## config.mk

```make
export PLATFORM = sky130hd
export DESIGN_NAME = pipeline_ctrl_flat
export DESIGN_NICKNAME = d
export VERILOG_FILES = /design/src/rtl/pipeline_ctrl_pkg.sv /design/src/rtl/pipeline_ctrl_if.sv /design/src/rtl/pipeline_ctrl_sat_counter.sv /design/src/rtl/pipeline_ctrl.sv /design/src/flat_wrapper.sv
export SDC_FILE = /design/constraint.sdc
export NUM_CORES = 1
export LEC_CHECK = 0
export ABC_AREA = 1
export BUFFER_PORTS_ARGS = -buffer_cell sky130_fd_sc_hd__buf_2
export CAP_MARGIN = 5
export CORE_MARGIN = 1
export CORE_UTILIZATION = 50
export DETAILED_ROUTE_END_ITERATION = 7
export PLACE_DENSITY = 0.79
export SYNTH_ARGS = -nofsm -noshare
export SYNTH_HDL_FRONTEND = slang
export SYNTH_HIERARCHICAL = 1
export SYNTH_SLANG_ARGS = --single-unit
```

## constraint.sdc

```tcl
create_clock -name clk -period 2.6 [get_ports clk]
set_clock_uncertainty 0.2 [all_clocks]
set_input_delay 0.39 -clock clk [delete_from_list [all_inputs] [get_ports clk]]
set_output_delay 0.39 -clock clk [all_outputs]
set_load 0.005 [all_outputs]
```

## src/rtl/pipeline_ctrl_pkg.sv

```systemverilog
// Shared types for the pipeline stall/flush sequencer: FSM states, hazard
// priority rows, the enable/flush bundle and the row-to-pattern decode.
package pipeline_ctrl_pkg;

    localparam int STATE_W = 2;

    typedef enum logic [STATE_W-1:0] {
        RUN        = 2'd0,
        MEM_WAIT   = 2'd1,
        DROP_FETCH = 2'd2
    } state_t;

    // Highest-priority active request this cycle, in descending priority.
    typedef enum logic [2:0] {
        ROW_MEM_STALL = 3'd0,
        ROW_EXCEPTION = 3'd1,
        ROW_REDIRECT  = 3'd2,
        ROW_EX_BUSY   = 3'd3,
        ROW_LOADUSE   = 3'd4,
        ROW_IF_STALL  = 3'd5,
        ROW_NONE      = 3'd6
    } row_t;

    typedef struct packed {
        logic pc_ena;
        logic if_id_ena;
        logic id_ex_ena;
        logic ex_mem_ena;
        logic mem_wb_ena;
        logic if_id_flush;
        logic id_ex_flush;
        logic ex_mem_flush;
    } ctrl_t;

    function automatic row_t classify(input logic mem_stall, input logic exception,
                                      input logic redirect, input logic ex_busy,
                                      input logic loaduse, input logic if_stall);
        if (mem_stall)      return ROW_MEM_STALL;
        else if (exception) return ROW_EXCEPTION;
        else if (redirect)  return ROW_REDIRECT;
        else if (ex_busy)   return ROW_EX_BUSY;
        else if (loaduse)   return ROW_LOADUSE;
        else if (if_stall)  return ROW_IF_STALL;
        else                return ROW_NONE;
    endfunction

    // A flushed stage is always enabled so the bubble is actually loaded.
    function automatic ctrl_t row_pattern(input row_t row);
        ctrl_t c;
        c = '{pc_ena: 1'b1, if_id_ena: 1'b1, id_ex_ena: 1'b1, ex_mem_ena: 1'b1,
              mem_wb_ena: 1'b1, if_id_flush: 1'b0, id_ex_flush: 1'b0, ex_mem_flush: 1'b0};
        case (row)
            ROW_MEM_STALL: c = '0;
            ROW_EXCEPTION: begin
                c.if_id_flush  = 1'b1;
                c.id_ex_flush  = 1'b1;
                c.ex_mem_flush = 1'b1;
            end
            ROW_REDIRECT: begin
                c.if_id_flush = 1'b1;
                c.id_ex_flush = 1'b1;
            end
            ROW_EX_BUSY: begin
                c.pc_ena       = 1'b0;
                c.if_id_ena    = 1'b0;
                c.id_ex_ena    = 1'b0;
                c.ex_mem_flush = 1'b1;
            end
            ROW_LOADUSE: begin
                c.pc_ena      = 1'b0;
                c.if_id_ena   = 1'b0;
                c.id_ex_flush = 1'b1;
            end
            ROW_IF_STALL: begin
                c.pc_ena      = 1'b0;
                c.if_id_flush = 1'b1;
            end
            default: ;
        endcase
        return c;
    endfunction

endpackage

```

## src/rtl/pipeline_ctrl_if.sv

```systemverilog
// Stall requests from the pipeline stages and the register enables/bubble
// strobes returned to them. master = sequencer side, slave = datapath side.
interface pipeline_ctrl_if;
    logic i_if_stall_req;
    logic i_id_loaduse;
    logic i_ex_busy;
    logic i_mem_stall_req;
    logic i_ex_redirect;
    logic i_mem_exception;
    logic o_pc_ena;
    logic o_if_id_ena;
    logic o_id_ex_ena;
    logic o_ex_mem_ena;
    logic o_mem_wb_ena;
    logic o_if_id_flush;
    logic o_id_ex_flush;
    logic o_ex_mem_flush;

    modport master (
        input  i_if_stall_req, i_id_loaduse, i_ex_busy,
               i_mem_stall_req, i_ex_redirect, i_mem_exception,
        output o_pc_ena, o_if_id_ena, o_id_ex_ena, o_ex_mem_ena, o_mem_wb_ena,
               o_if_id_flush, o_id_ex_flush, o_ex_mem_flush
    );

    modport slave (
        output i_if_stall_req, i_id_loaduse, i_ex_busy,
               i_mem_stall_req, i_ex_redirect, i_mem_exception,
        input  o_pc_ena, o_if_id_ena, o_id_ex_ena, o_ex_mem_ena, o_mem_wb_ena,
               o_if_id_flush, o_id_ex_flush, o_ex_mem_flush
    );
endinterface

```

## src/rtl/pipeline_ctrl_sat_counter.sv

```systemverilog
// Up-counter that holds at MAX instead of wrapping; clear wins over increment.
module pipeline_ctrl_sat_counter #(
    parameter int           W   = 32,
    parameter logic [W-1:0] MAX = '1
) (
    input  logic         clk,
    input  logic         resetn,
    input  logic         i_inc,
    input  logic         i_clr,
    output logic [W-1:0] o_cnt,
    output logic         o_max
);

    assign o_max = (o_cnt == MAX);

    // Count register: clear, else increment until MAX is reached.
    always_ff @(posedge clk or negedge resetn) begin
        if (!resetn) begin
            o_cnt <= '0;
        end else if (i_clr) begin
            o_cnt <= '0;
        end else if (i_inc && !o_max) begin
            o_cnt <= o_cnt + W'(1);
        end
    end

endmodule

```

## src/rtl/pipeline_ctrl.sv

```systemverilog
// Stall/flush sequencer for the 5-stage pipeline.
//   state      | meaning
//   RUN        | normal issue; requests decoded by priority
//   MEM_WAIT   | memory stage stalled, whole pipe frozen
//   DROP_FETCH | redirect taken while a fetch was in flight; discard it on return
module pipeline_ctrl
    import pipeline_ctrl_pkg::*;
#(
    parameter int CNT_W   = 32,
    parameter int TIMEOUT = 1024
) (
    input  logic                 clk,
    input  logic                 resetn,
    pipeline_ctrl_if.master      bus,
    output logic [STATE_W-1:0]   o_state,
    output logic [CNT_W-1:0]     o_stall_cycles,
    output logic                 o_mem_timeout
);

    localparam int                WAIT_W   = $clog2(TIMEOUT + 1);
    localparam logic [WAIT_W-1:0] WAIT_MAX = WAIT_W'(TIMEOUT);

    state_t            state_q, state_d;
    row_t              row;
    ctrl_t             ctrl;
    logic [WAIT_W-1:0] wait_cnt;
    logic              wait_max;
    logic              timeout_q;
    logic              stall_max;

    // State register.
    always_ff @(posedge clk or negedge resetn) begin
        if (!resetn) state_q <= RUN;
        else         state_q <= state_d;
    end

    // Priority decode of requests into enables/flushes plus next-state selection.
    always_comb begin
        row     = classify(bus.i_mem_stall_req, bus.i_mem_exception, bus.i_ex_redirect,
                           bus.i_ex_busy, bus.i_id_loaduse, bus.i_if_stall_req);
        ctrl    = row_pattern(row);
        state_d = state_q;
        case (state_q)
            RUN, MEM_WAIT: begin
                if (row == ROW_MEM_STALL)
                    state_d = MEM_WAIT;
                else if ((row == ROW_EXCEPTION || row == ROW_REDIRECT) && bus.i_if_stall_req)
                    state_d = DROP_FETCH;
                else
                    state_d = RUN;
            end
            DROP_FETCH: begin
                if (row == ROW_NONE) begin
                    // Stale fetch lands now: hold PC, squash what it delivered.
                    ctrl.pc_ena      = 1'b0;
                    ctrl.if_id_flush = 1'b1;
                    state_d          = RUN;
                end else if ((row == ROW_EXCEPTION || row == ROW_REDIRECT) &&
                             !bus.i_if_stall_req) begin
                    state_d = RUN;
                end
            end
            default: state_d = RUN;
        endcase
    end

    assign bus.o_pc_ena       = ctrl.pc_ena;
    assign bus.o_if_id_ena    = ctrl.if_id_ena;
    assign bus.o_id_ex_ena    = ctrl.id_ex_ena;
    assign bus.o_ex_mem_ena   = ctrl.ex_mem_ena;
    assign bus.o_mem_wb_ena   = ctrl.mem_wb_ena;
    assign bus.o_if_id_flush  = ctrl.if_id_flush;
    assign bus.o_id_ex_flush  = ctrl.id_ex_flush;
    assign bus.o_ex_mem_flush = ctrl.ex_mem_flush;
    assign o_state            = state_q;

    pipeline_ctrl_sat_counter #(.W(CNT_W)) u_stall_cnt (
        .clk    (clk),
        .resetn (resetn),
        .i_inc  (!ctrl.pc_ena),
        .i_clr  (1'b0),
        .o_cnt  (o_stall_cycles),
        .o_max  (stall_max)
    );

    pipeline_ctrl_sat_counter #(.W(WAIT_W), .MAX(WAIT_MAX)) u_wait_cnt (
        .clk    (clk),
        .resetn (resetn),
        .i_inc  (row == ROW_MEM_STALL),
        .i_clr  (row != ROW_MEM_STALL),
        .o_cnt  (wait_cnt),
        .o_max  (wait_max)
    );

    // Sticky timeout; the OR with wait_max makes it visible on the edge the count hits TIMEOUT.
    always_ff @(posedge clk or negedge resetn) begin
        if (!resetn)       timeout_q <= 1'b0;
        else if (wait_max) timeout_q <= 1'b1;
    end

    assign o_mem_timeout = timeout_q | wait_max;

endmodule
```

## src/flat_wrapper.sv

```systemverilog
// flat-port wrapper written by rule: the top's interface ports become plain ports
module pipeline_ctrl_flat import pipeline_ctrl_pkg::*;
#(
    parameter int CNT_W   = 32,
    parameter int TIMEOUT = 1024
)
  (clk, resetn, o_state, o_stall_cycles, o_mem_timeout, bus_i_if_stall_req, bus_i_id_loaduse, bus_i_ex_busy, bus_i_mem_stall_req, bus_i_ex_redirect, bus_i_mem_exception, bus_o_pc_ena, bus_o_if_id_ena, bus_o_id_ex_ena, bus_o_ex_mem_ena, bus_o_mem_wb_ena, bus_o_if_id_flush, bus_o_id_ex_flush, bus_o_ex_mem_flush);
  pipeline_ctrl_if bus_i ();
  input  logic clk;
  input  logic resetn;
  output logic [STATE_W-1:0] o_state;
  output logic [CNT_W-1:0] o_stall_cycles;
  output logic o_mem_timeout;
  input wire logic [$bits(bus_i.i_if_stall_req)-1:0] bus_i_if_stall_req;
  input wire logic [$bits(bus_i.i_id_loaduse)-1:0] bus_i_id_loaduse;
  input wire logic [$bits(bus_i.i_ex_busy)-1:0] bus_i_ex_busy;
  input wire logic [$bits(bus_i.i_mem_stall_req)-1:0] bus_i_mem_stall_req;
  input wire logic [$bits(bus_i.i_ex_redirect)-1:0] bus_i_ex_redirect;
  input wire logic [$bits(bus_i.i_mem_exception)-1:0] bus_i_mem_exception;
  output wire logic [$bits(bus_i.o_pc_ena)-1:0] bus_o_pc_ena;
  output wire logic [$bits(bus_i.o_if_id_ena)-1:0] bus_o_if_id_ena;
  output wire logic [$bits(bus_i.o_id_ex_ena)-1:0] bus_o_id_ex_ena;
  output wire logic [$bits(bus_i.o_ex_mem_ena)-1:0] bus_o_ex_mem_ena;
  output wire logic [$bits(bus_i.o_mem_wb_ena)-1:0] bus_o_mem_wb_ena;
  output wire logic [$bits(bus_i.o_if_id_flush)-1:0] bus_o_if_id_flush;
  output wire logic [$bits(bus_i.o_id_ex_flush)-1:0] bus_o_id_ex_flush;
  output wire logic [$bits(bus_i.o_ex_mem_flush)-1:0] bus_o_ex_mem_flush;
  assign bus_i.i_if_stall_req = bus_i_if_stall_req;
  assign bus_i.i_id_loaduse = bus_i_id_loaduse;
  assign bus_i.i_ex_busy = bus_i_ex_busy;
  assign bus_i.i_mem_stall_req = bus_i_mem_stall_req;
  assign bus_i.i_ex_redirect = bus_i_ex_redirect;
  assign bus_i.i_mem_exception = bus_i_mem_exception;
  assign bus_o_pc_ena = bus_i.o_pc_ena;
  assign bus_o_if_id_ena = bus_i.o_if_id_ena;
  assign bus_o_id_ex_ena = bus_i.o_id_ex_ena;
  assign bus_o_ex_mem_ena = bus_i.o_ex_mem_ena;
  assign bus_o_mem_wb_ena = bus_i.o_mem_wb_ena;
  assign bus_o_if_id_flush = bus_i.o_if_id_flush;
  assign bus_o_id_ex_flush = bus_i.o_id_ex_flush;
  assign bus_o_ex_mem_flush = bus_i.o_ex_mem_flush;
  pipeline_ctrl #(.CNT_W(CNT_W), .TIMEOUT(TIMEOUT)) u_core (.clk(clk), .resetn(resetn), .bus(bus_i), .o_state(o_state), .o_stall_cycles(o_stall_cycles), .o_mem_timeout(o_mem_timeout));
endmodule
```

* Word-level counts from Yosys, hierarchy flattened
Cells that the tools add are included.
Storage, ports and cells: logic and storage cells 62, register bits after elaboration 46, output and inout port bits 43, bits of input ports 8
Cells by class: equality and inequality tests 11, reductions and logical operators 20, add/subtract/negate cells 2, multiplexer cells 24, bitwise logic cells 1
Operator list (count):
- $add A32 B1 Y32 const B | 1
- $eq A32 B32 Y1 const B | 1
- $mux W11 | 2
- $mux W3 | 5
- $mux W2 | 6
- $add A11 B1 Y11 const B | 1
- $eq A11 B11 Y1 const B | 1
- $mux W1 | 10
- $eq A3 B3 Y1 const B | 3
- $reduce_or A3 Y1 | 3
- $eq A3 B2 Y1 const B | 2
- $reduce_or A2 Y1 | 3
- $logic_and A1 B1 Y1 | 4
- $logic_not A1 Y1 | 4
- $pmux W2 S2 | 1
- $reduce_or A4 Y1 | 1
- $eq A3 B1 Y1 const B | 1
- $logic_not A3 Y1 | 1
- $ne A3 B1 Y1 const B | 1
- $reduce_bool A3 Y1 | 1
- $eq A2 B1 Y1 const B | 1
- $eq A2 B2 Y1 const B | 1
- $logic_not A2 Y1 | 1
- $reduce_bool A2 Y1 | 1
- 2 further kinds | 2

* Logic depth before layout (Yosys ltp)
Gate-level depths: netlist of run 1.
depth in word-level cells 13, mapped depth 15, mapped depth without buffers 14

* Hierarchy
Netlist of run 1, hierarchy kept.
Modules (own cells, without submodules):
- pipeline_ctrl_sat_counter at u_core.u_stall_cnt | seq. area each 800.8 µm², area each 2259.7 µm², times used 1, cells an instance 352
- pipeline_ctrl_sat_counter at u_core.u_wait_cnt | seq. area each 275.3 µm², area each 711.9 µm², times used 1, cells an instance 99
- pipeline_ctrl | seq. area each 75.1 µm², area each 319.1 µm², times used 1, cells an instance 54

* Worst setup path after synthesis of run 1
OpenSTA, ideal clock, no wires.
kind reg2reg, start reg u_core.u_stall_cnt.o_cnt[1], end reg u_core.u_stall_cnt.o_cnt[14], setup slack 0.689 ns, path buffers 2, data required time 2.283 ns, arrival 1.594 ns, clock period less this slack 1.911 ns, cell stages (with the launch flop) 13, setup time 0.117 ns, cells stage by stage dfrtp_1 -> ha_1 -> nand2_2 -> nor2_4 -> nand2_4 -> nor2_4 -> nand2_2 -> nand2_4 -> nand2_4 -> buf_6 -> buf_6 -> nand2_1 -> nand2_1
On the way: longest elaborated chain between the ends 3, elaborated cells between the ends (all ways) 4, those cells by class add/sub: 1; eq/ne: 1; reduce/logical: 2
Ends and longest elaborated chain:
- start: declaration | line pipeline_ctrl_sat_counter.sv:10 | output logic [W-1:0] o_cnt,
- start signal: assignment | line pipeline_ctrl_sat_counter.sv:23 | o_cnt <= o_cnt + W'(1);
- parallel branches: the longest is 3 deep, another holds $add A32 B1 Y32
Parallel ways; which one is timed is not known. A chain may end at the register's enable or synchronous reset.

* Worst setup path in the final report of run 1
start reg u_core.u_stall_cnt.o_cnt[1], end reg u_core.u_stall_cnt.o_cnt[12]
Same word-level chain as after synthesis.

==> impl_metrics.py, run 1 <==
metrics = {
    "critical_path": {
        "arrival_ns": 2.37,
        "crit_type": "register to register",
        "crit_required_ns": 2.64,
        "critPathBufInv": 1,
        "crit_slowest_cell": "dfrtp_1",
        "crit_path_cell_trace": "ha_1 -> nand2_2 -> nor2_4 -> nand2_4 -> nor2_4 -> nand2_2 -> nand2_4 -> nand2_4 -> inv_2 -> nand2_1 -> nand2_1",
        "critPathTopFamily": "simple AND/OR/NAND/NOR gates",
        "worstSetupStartpointType": "register",
        "path_max_fanout": 21,
        "slowest_delay_ns": 0.40,
        "cp_common_cell": "nand2_4",
        "critPathCaptureType": "register",
    },
    "cts": {
        "clock_latency_ns": 0.30,
        "root_buffer": "clkbuf_8",
        "clockBufferDepth": 2,
        "clock_sinks": 46,
        "cts_buffers": 5,
        "clk_pin_slew_ns": 0.08,
        "cts_resized": 0,
        "cts_tree": "yes",
        "cts-htree-levels": 2,
    },
    "place": {
        "dp_hpwl_um": 5780,
        "placed_area_um2": 3600,
        "place.gp.congestion": 0.901,
        "io_buffers": 50,
        "dp.cells": 626,
    },
    "yosys": {
        "synthCells": 504,
        "syn_avg_cell_area_um2": 6.52,
        "yosysWarnings": 6,
        "syn_area_um2": 3290,
    },
    "power": {
        "p_sw_mw": 0.355,
        "power_leakage_nw": 1.91,
        "ir_drop_mv": 0.244,
        "power_frac_comb_pct": 10.9,
        "switching_share_pct": 26.5,
        "p_clk_share_pct": 34.3,
        "finalPower_mw": 1.34,
        "seqPwrFrac_pct": 54.8,
        "p_int_mw": 0.985,
        "p_per_area_nw_per_um2": 362,
    },
    "grt": {
        "grt_util_all_layers_pct": 23.6,
        "grt_pass1_wl_um": 13500,
        "grt_pass1_vias": 3027,
        "antenna_found_initial": 0,
        "grt_overflow": 0,
        "grt_max_degree": 47,
    },
    "sta": {
        "rsz0062_at_grt": "no",
        "maxSlewViolCount": 0,
        "tns_ns": 0,
        "finalSetupViolCount": 0,
        "relSlewSlack_pct": 60.7,
        "fin_crit_sh_pct": 89.5,
        "fin_crit_ns": 2.33,
        "worst_slew_pin_slew_ns": 0.590,
        "max_freq_ghz": 0.430,
        "hold_viol": 0,
    },
    "cells_and_area": {
        "utilization_pct": 58.3,
        "area_delta_synth_final_pct": 12.6,
        "num_antenna_cells": 0,
        "nets": 568,
        "fill_cells": 638,
        "final_cells": 635,
        "post-route-cell-area_um2": 3700,
        "layout-drive-gt1-share_pct": 18.1,
    },
    "run": {
        "drv_cap": 0,
    },
    "floorplan": {
        "pin_count": 51,
        "coreArea_um2": 6350,
        "die_w_um": 83.1,
        "die-area_um2": 6900,
        "die_y_um": 83.1,
        "rows": 29,
        "start_util_pct": 51.8,
    },
    "drt": {
        "ant_nets": 0,
        "wl_per_cell_um": 12.2,
        "drc": 0,
        "vias": 3236,
        "via_per_inst": 5.10,
        "drt_iter0_markers": 188,
        "wirelength_um": 7750,
        "drt-pass1-iter-count": 4,
    },
    "worst_hold_path": {
        "hp-class": "input pin to register",
    },
    "status": {
        "status": "completed",
    },
}
## per-layer routing
| metal | share of wire [%] | vias to the layer above | wire length [µm] | global-route usage (%) |
|---|---|---|---|---|
| met1 | 45 | 1473 | 3470 | 29.4 |
| met5 | 0 | - | 0 | 0 |
| met3 | 4.4 | 11 | 338 | 4.47 |
| li1 | - | 1674 | - | - |
| met2 | 49 | 78 | 3790 | 41.2 |
| met4 | 1.9 | 0 | 147 | 7.37 |
## power groups by stage
stage | registers [mW] | logic (mW) | clock network, mW
after floorplan | 0.748 | 0.0917 | 0
after global placement | 0.748 | 0.139 | 0
after detailed placement | 0.749 | 0.143 | 0
after CTS | 0.735 | 0.144 | 0.476
after global routing | 0.736 | 0.166 | 0.506
final | 0.735 | 0.146 | 0.460
## state kept, by name (all words and copies together) (netlist names)
signal                    flops
u_core/u_wait_cnt/o_cnt      11
u_core/o_state                2
u_core/u_stall_cnt/o_cnt     32
u_core/timeout_q              1
## layout by cell type, fill, tap and decap left out, drive strengths merged
master       count
a21oi            2
ha               3
clkbuf           7
xor2             8
nand4           14
or2              4
conb             4
nor2            83
dlygate4sd3      1
inv             53
xnor2            4
dfrtp           46
clkinv           2
o21bai           4
a22oi            1
nand3b           1
nand3           48
nand2          203
buf             53
o21ai           17
## tightest hold or removal path: stages
cell	delay, ns
buf_2	0.12
nand3_1	0.08
nand2_1	0.05
## layout make-up
cell class	instances	area, µm²	area share [%]
multi-input cells	396	1880	50.7
flip-flops and latches	46	1150	31.1
repair buffers	54	283	7.64
inverters	54	203	5.48
well taps	77	96.3	2.60
clock buffers	7	86.3	2.33
clock inverters	1	5.00	0.135
## through the flow
stage / hold WS (ns) / setup slack [ns]
global placement: 0.244 / 0.410
detailed placement: 0.248 / 0.312
CTS: 0.158 / 0.280
finish: 0.168 / 0.273
floorplan: -0.106 / 0.689
global route: 0.164 / 0.0661
## repair_timing
| item | CTS | global route |
|---|---|---|
| hold buffers | 1 | 0 |
| hold endpoints to repair | 36 | 0 |
| setup endpoints to repair | 0 | 0 |
| setup buffers | 0 | 0 |
## path summary, 6_finish.rpt
| path | to | slack, ns | from | cells after the start |
|---|---|---|---|---|
| max in group asynchronous | u_core/u_wait_cnt/o_cnt[4]$_DFFE_PN0P_ | 1.30 | resetn | 3 |
| worst max register to register | u_core/u_stall_cnt/o_cnt[12]$_DFFE_PN0P_ | 0.27 | u_core/u_stall_cnt/o_cnt[1]$_DFFE_PN0P_ | 11 |
| worst min-delay path | u_core/o_state[1]$_DFFE_PN0P_ | 0.17 | bus_i_if_stall_req | 3 |
| worst min register to register | u_core/o_state[0]$_DFFE_PN0P_ | 0.27 | u_core/o_state[1]$_DFFE_PN0P_ | 1 |
| worst max-delay path | u_core/u_stall_cnt/o_cnt[12]$_DFFE_PN0P_ | 0.27 | u_core/u_stall_cnt/o_cnt[1]$_DFFE_PN0P_ | 11 |
| min in group asynchronous | u_core/u_stall_cnt/o_cnt[15]$_DFFE_PN0P_ | 0.48 | resetn | 3 |
Note: power is estimated with default switching activity, not from simulation.
==> run 2, diff against run 1 <==
--- a/config.mk
+++ b/config.mk
@@ -5,13 +5,13 @@
 export SDC_FILE = /design/constraint.sdc
 export NUM_CORES = 1
 export LEC_CHECK = 0
-export ABC_AREA = 1
 export BUFFER_PORTS_ARGS = -buffer_cell sky130_fd_sc_hd__buf_2
 export CAP_MARGIN = 5
+export CORE_ASPECT_RATIO = 1.75
 export CORE_MARGIN = 1
 export CORE_UTILIZATION = 50
 export DETAILED_ROUTE_END_ITERATION = 7
-export PLACE_DENSITY = 0.79
+export PLACE_DENSITY = 0.8
 export SYNTH_ARGS = -nofsm -noshare
 export SYNTH_HDL_FRONTEND = slang
 export SYNTH_HIERARCHICAL = 1
==> impl_metrics.py, run 2 <==
metrics = {
    "power": {
        "finalPower_mw": 1.35,
        "p_per_area_nw_per_um2": 416,
        "ir_drop_mv": 0.348,
        "power_leakage_nw": 1.43,
    },
    "yosys": {
        "syn_area_um2": 2750,
        "syn_avg_cell_area_um2": 9.16,
        "yosysWarnings": 6,
        "synthCells": 300,
    },
    "critical_path": {
        "rr_worst_depth": 6,
        "crit_type": "register to register",
        "crit_start": "u_core/u_stall_cnt/o_cnt[28]$_DFFE_PN0P_",
        "cp-endpoint": "u_core/u_stall_cnt/o_cnt[1]$_DFFE_PN0P_",
        "worstSetupStartpointType": "register",
        "arrival_ns": 2.49,
        "critPathCaptureType": "register",
        "r2r_start": "u_core/u_stall_cnt/o_cnt[28]$_DFFE_PN0P_",
        "reg2reg_setup_slack_ns": 0.10,
        "crit_required_ns": 2.59,
        "path_max_fanout": 20,
        "r2r_end": "u_core/u_stall_cnt/o_cnt[1]$_DFFE_PN0P_",
    },
    "sta": {
        "fin_crit_ns": 2.50,
        "hold_viol": 0,
        "tns_ns": 0,
        "rsz0062_at_grt": "no",
        "finalSetupViolCount": 0,
        "fin_ws_ns": 0.101,
        "hold_slack_ns": 0.157,
        "maxSlewViolCount": 0,
        "max_freq_ghz": 0.400,
        "fin_crit_sh_pct": 96.1,
    },
    "floorplan": {
        "start_util_pct": 51.9,
        "die_y_um": 100,
        "coreArea_um2": 5300,
        "pin_count": 51,
        "rows": 35,
        "die_w_um": 58.1,
        "die-area_um2": 5810,
    },
    "drt": {
        "wirelength_um": 6930,
        "drt_iter0_markers": 147,
        "drc": 3,
        "via_per_inst": 5.94,
        "ant_nets": 0,
        "wl_per_cell_um": 15.8,
        "drt-pass1-iter-count": 6,
        "vias": 2609,
    },
    "cells_and_area": {
        "layout_common_cells": "buf_2 (50), dfrtp_1 (46), a21oi_1 (32), nor2_1 (23), nand2_1 (19)",
        "nets": 375,
        "layout-drive-gt1-share_pct": 23.6,
        "area_delta_synth_final_pct": 17.9,
        "ff_latch_area_um2": 1150,
        "post-route-cell-area_um2": 3240,
        "final_common_cell": "buf_2",
        "utilization_pct": 61.2,
        "largest-register": "u_core/u_stall_cnt/o_cnt",
        "final_cells": 439,
        "fill_cells": 487,
        "num_antenna_cells": 0,
        "largest_reg_flops": 32,
        "multi_input_area_um2": 1490,
    },
    "cts": {
        "post-cts-setup-buffers": 0,
        "cts-htree-levels": 2,
        "clock_sinks": 46,
        "clk_pin_slew_ns": 0.09,
        "clockBufferDepth": 2,
        "cts_tree": "yes",
        "cts_buffers": 5,
        "root_buffer": "clkbuf_8",
        "clock_latency_ns": 0.31,
    },
    "run": {
        "drv_cap": 0,
    },
    "status": {
        "violations": "design-rule violations",
        "status": "finished, violations left",
    },
    "worst_hold_path": {
        "holdPathStages": 2,
        "hp-class": "input pin to register",
    },
    "place": {
        "dp.cells": 430,
        "place.gp.congestion": 0.871,
        "dp_hpwl_um": 5230,
        "io_buffers": 50,
        "place_ws_ns": 0.152,
        "placed_area_um2": 3140,
    },
    "grt": {
        "grt_overflow": 0,
        "grt_pass1_vias": 2516,
        "grt_util_all_layers_pct": 25.4,
        "grt_pass1_wl_um": 11400,
        "antenna_found_initial": 0,
        "grt_max_degree": 22,
    },
}
-- run 2: worst min path at each step --
stage | start | slack (ns) | to
4_1_cts | bus_i_if_stall_req | 0.15 | u_core/o_state[1]$_DFFE_PN0P_
3_5_place_dp | resetn | 0.07 | u_core/u_stall_cnt/o_cnt[15]$_DFFE_PN0P_
6_report | bus_i_if_stall_req | 0.16 | u_core/o_state[1]$_DFFE_PN0P_
5_1_grt | bus_i_if_stall_req | 0.17 | u_core/o_state[1]$_DFFE_PN0P_
2_1_floorplan | resetn | -0.11 | u_core/o_state[0]$_DFFE_PN0P_
3_3_place_gp | resetn | 0.07 | u_core/u_stall_cnt/o_cnt[15]$_DFFE_PN0P_
-- run 2: layer usage --
metal | vias up | share of wire [%] | track usage (%) | routed length [µm]
li1 | 1258 | - | - | -
met1 | 1259 | 38 | 28.4 | 2660
met2 | 77 | 55 | 46.2 | 3830
met3 | 15 | 3.8 | 3.35 | 261
met4 | 0 | 2.6 | 12.1 | 178
met5 | - | 0 | 0 | 0
-- run 2: worst max-delay path, stage by stage (launching register included) --
cell and delay, ns:
dfrtp_1 0.42, nand4_1 0.22, or4_1 0.72, o31ai_4 0.30, buf_4 0.26, mux2i_1 0.20, nor2_1 0.05
-- run 2: timing repair --
item,4_1_cts,5_1_grt
endpoints found under the hold margin,9,0
hold buffers,1,0
setup endpoints to repair,0,0
gates resized for setup,0,0
-- run 2: cell type report --
class / count / share of cell area, %
multi-input cells: 234 / 46.0
repair buffers: 66 / 11.5
flip-flops and latches: 46 / 35.5
inverters: 11 / 1.27
clock buffers: 7 / 2.66
well taps: 74 / 2.86
clock inverters: 1 / 0.154
-- run 2: where the power goes --
group          total (mW)  internal [mW]  switching (mW)
Combinational       0.139         0.0530          0.0856
Sequential          0.744          0.728          0.0163
Clock               0.465          0.215           0.250
==> run 3, diff against run 2 <==
--- a/config.mk
+++ b/config.mk
@@ -11,7 +11,7 @@
 export CORE_MARGIN = 1
 export CORE_UTILIZATION = 50
 export DETAILED_ROUTE_END_ITERATION = 7
-export PLACE_DENSITY = 0.8
+export PLACE_DENSITY = 0.73
 export SYNTH_ARGS = -nofsm -noshare
 export SYNTH_HDL_FRONTEND = slang
 export SYNTH_HIERARCHICAL = 1
==> impl_metrics.py, run 3 (same netlist as run 2, synthesis figures left out) <==
metrics = {
    "status": {
        "status": "finished, violations left",
        "violations": "design-rule violations",
    },
    "sta": {
        "worst_slew_pin_slew_ns": 0.535,
        "finalSetupViolCount": 0,
        "max_freq_ghz": 0.415,
        "relSlewSlack_pct": 64.3,
        "hold_slack_ns": 0.154,
        "hold_viol": 0,
        "maxSlewViolCount": 0,
        "fin_crit_ns": 2.41,
        "rsz0062_at_grt": "no",
        "tns_ns": 0,
        "fin_crit_sh_pct": 92.8,
    },
    "drt": {
        "wirelength_um": 6720,
        "vias": 2559,
        "via_per_inst": 5.87,
        "wl_per_cell_um": 15.4,
        "drt-pass1-iter-count": 8,
        "ant_nets": 0,
        "drt_iter0_markers": 80,
        "drc": 2,
    },
    "grt": {
        "grt_overflow": 0,
        "grt_pass1_vias": 2505,
        "grt_util_all_layers_pct": 25.0,
        "grt_max_degree": 37,
        "antenna_found_initial": 0,
        "grt_pass1_wl_um": 11400,
    },
    "critical_path": {
        "critPathCaptureType": "output pin",
        "slowest_delay_ns": 0.45,
        "path_max_fanout": 6,
        "crit_start": "u_core/u_wait_cnt/o_cnt[0]$_DFFE_PN0P_",
        "crit_type": "register to output pin",
        "r2r_start": "u_core/u_stall_cnt/o_cnt[20]$_DFFE_PN0P_",
        "crit_required_ns": 2.01,
        "rr_worst_depth": 6,
        "r2r_end": "u_core/u_stall_cnt/o_cnt[1]$_DFFE_PN0P_",
        "crit_slowest_cell": "dfrtp_1",
        "worstSetupStartpointType": "register",
        "reg2reg_setup_slack_ns": 0.20,
        "cp-endpoint": "o_mem_timeout",
        "crit_path_cell_trace": "inv_1 -> ha_1 -> and2_0 -> and3_1 -> or2_2 -> buf_2",
        "arrival_ns": 1.82,
    },
    "cts": {
        "cts_resized": 0,
        "post-cts-setup-buffers": 0,
        "cts-htree-levels": 2,
        "cts_tree": "yes",
        "root_buffer": "clkbuf_8",
        "cts_buffers": 5,
        "clockBufferDepth": 2,
        "clock_latency_ns": 0.30,
        "clk_pin_slew_ns": 0.08,
        "clock_sinks": 46,
    },
    "place": {
        "io_buffers": 50,
        "place.gp.congestion": 0.861,
        "dp_hpwl_um": 4930,
    },
    "cells_and_area": {
        "utilization_pct": 61.0,
        "largest-register": "u_core/u_stall_cnt/o_cnt",
        "layout_common_cells": "buf_2 (50), dfrtp_1 (46), a21oi_1 (32), nor2_1 (23), nand2_1 (19)",
        "ff_latch_area_um2": 1150,
        "largest_reg_flops": 32,
        "final_common_cell": "buf_2",
        "fill_cells": 475,
        "num_antenna_cells": 0,
        "multi_input_area_um2": 1490,
        "area_delta_synth_final_pct": 17.6,
        "nets": 372,
        "layout-drive-gt1-share_pct": 22.9,
    },
    "power": {
        "p_per_area_nw_per_um2": 415,
        "switching_share_pct": 25.8,
        "p_sw_mw": 0.346,
        "seqPwrFrac_pct": 55.4,
        "p_int_mw": 0.996,
        "p_clk_share_pct": 34.4,
        "power_leakage_nw": 1.42,
        "power_frac_comb_pct": 10.2,
        "ir_drop_mv": 0.297,
    },
    "floorplan": {
        "rows": 35,
        "coreArea_um2": 5300,
        "pin_count": 51,
        "die_y_um": 100,
        "die_w_um": 58.1,
        "start_util_pct": 51.9,
        "die-area_um2": 5810,
    },
    "run": {
        "drv_cap": 0,
    },
    "worst_hold_path": {
        "hp-class": "input pin to register",
        "worstHoldStart": "bus_i_if_stall_req",
    },
}
==> run 3: repair_timing <==
| action | in CTS | in global routing |
|---|---|---|
| hold buffers | 1 | 0 |
| hold endpoints to repair | 21 | 0 |
| setup endpoints to repair | 0 | 0 |
==> run 3: power by group through the flow <==
| stage | Clock (mW) | Sequential, mW | Combinational [mW] |
|---|---|---|---|
| 2_1_floorplan | 0 | 0.756 | 0.0783 |
| 3_3_place_gp | 0 | 0.758 | 0.131 |
| 3_5_place_dp | 0 | 0.759 | 0.133 |
| 4_1_cts | 0.479 | 0.744 | 0.135 |
| 5_1_grt | 0.502 | 0.747 | 0.153 |
| 6_report | 0.461 | 0.744 | 0.137 |
==> run 3: how the worst min path moves through the flow <==
stage	end	slack [ns]	cells past startpoint
global route	u_core/o_state[1]$_DFFE_PN0P_	0.15	2
CTS	u_core/o_state[1]$_DFFE_PN0P_	0.14	2
finish	u_core/o_state[1]$_DFFE_PN0P_	0.15	2
global placement	u_core/u_stall_cnt/o_cnt[17]$_DFFE_PN0P_	0.20	1
floorplan	u_core/o_state[0]$_DFFE_PN0P_	-0.11	0
detailed placement	u_core/u_stall_cnt/o_cnt[17]$_DFFE_PN0P_	0.20	1
==> run 3: per-layer routing <==
layer	track usage, %	share of wire [%]	vias to the layer above
li1	-	-	1253
met1	28.3	40	1222
met2	44.6	53	66
met3	4.38	4.0	18
met4	11.2	2.9	0
met5	0	0	-
==> run 3: layout make-up <==
type | count | share of cell area (%)
multi-input cells | 234 | 46.2
inverters | 11 | 1.28
well taps | 74 | 2.86
clock buffers | 7 | 2.67
repair buffers | 63 | 11.2
flip-flops and latches | 46 | 35.6
clock inverters | 1 | 0.155
==> run 3: stage by stage <==
step / instance area, µm² / worst slack [ns] / power [mW] / cells
floorplan: 2760 / 0.208 / 0.835 / 304
global placement: 3130 / 0.220 / 0.889 / 427
detailed placement: 3130 / 0.225 / 0.892 / 427
CTS: 3230 / 0.168 / 1.36 / 436
global route: 3230 / 0.0395 / 1.40 / 436
finish: 3230 / 0.188 / 1.34 / 436
==> run 3: critical path, delay by kind of cell (launching register included) <==
family / cells / cell delay (ns)
simple gates: 3 / 0.70
flops: 1 / 0.45
buf+inv: 2 / 0.20
fa+ha+maj: 1 / 0.18
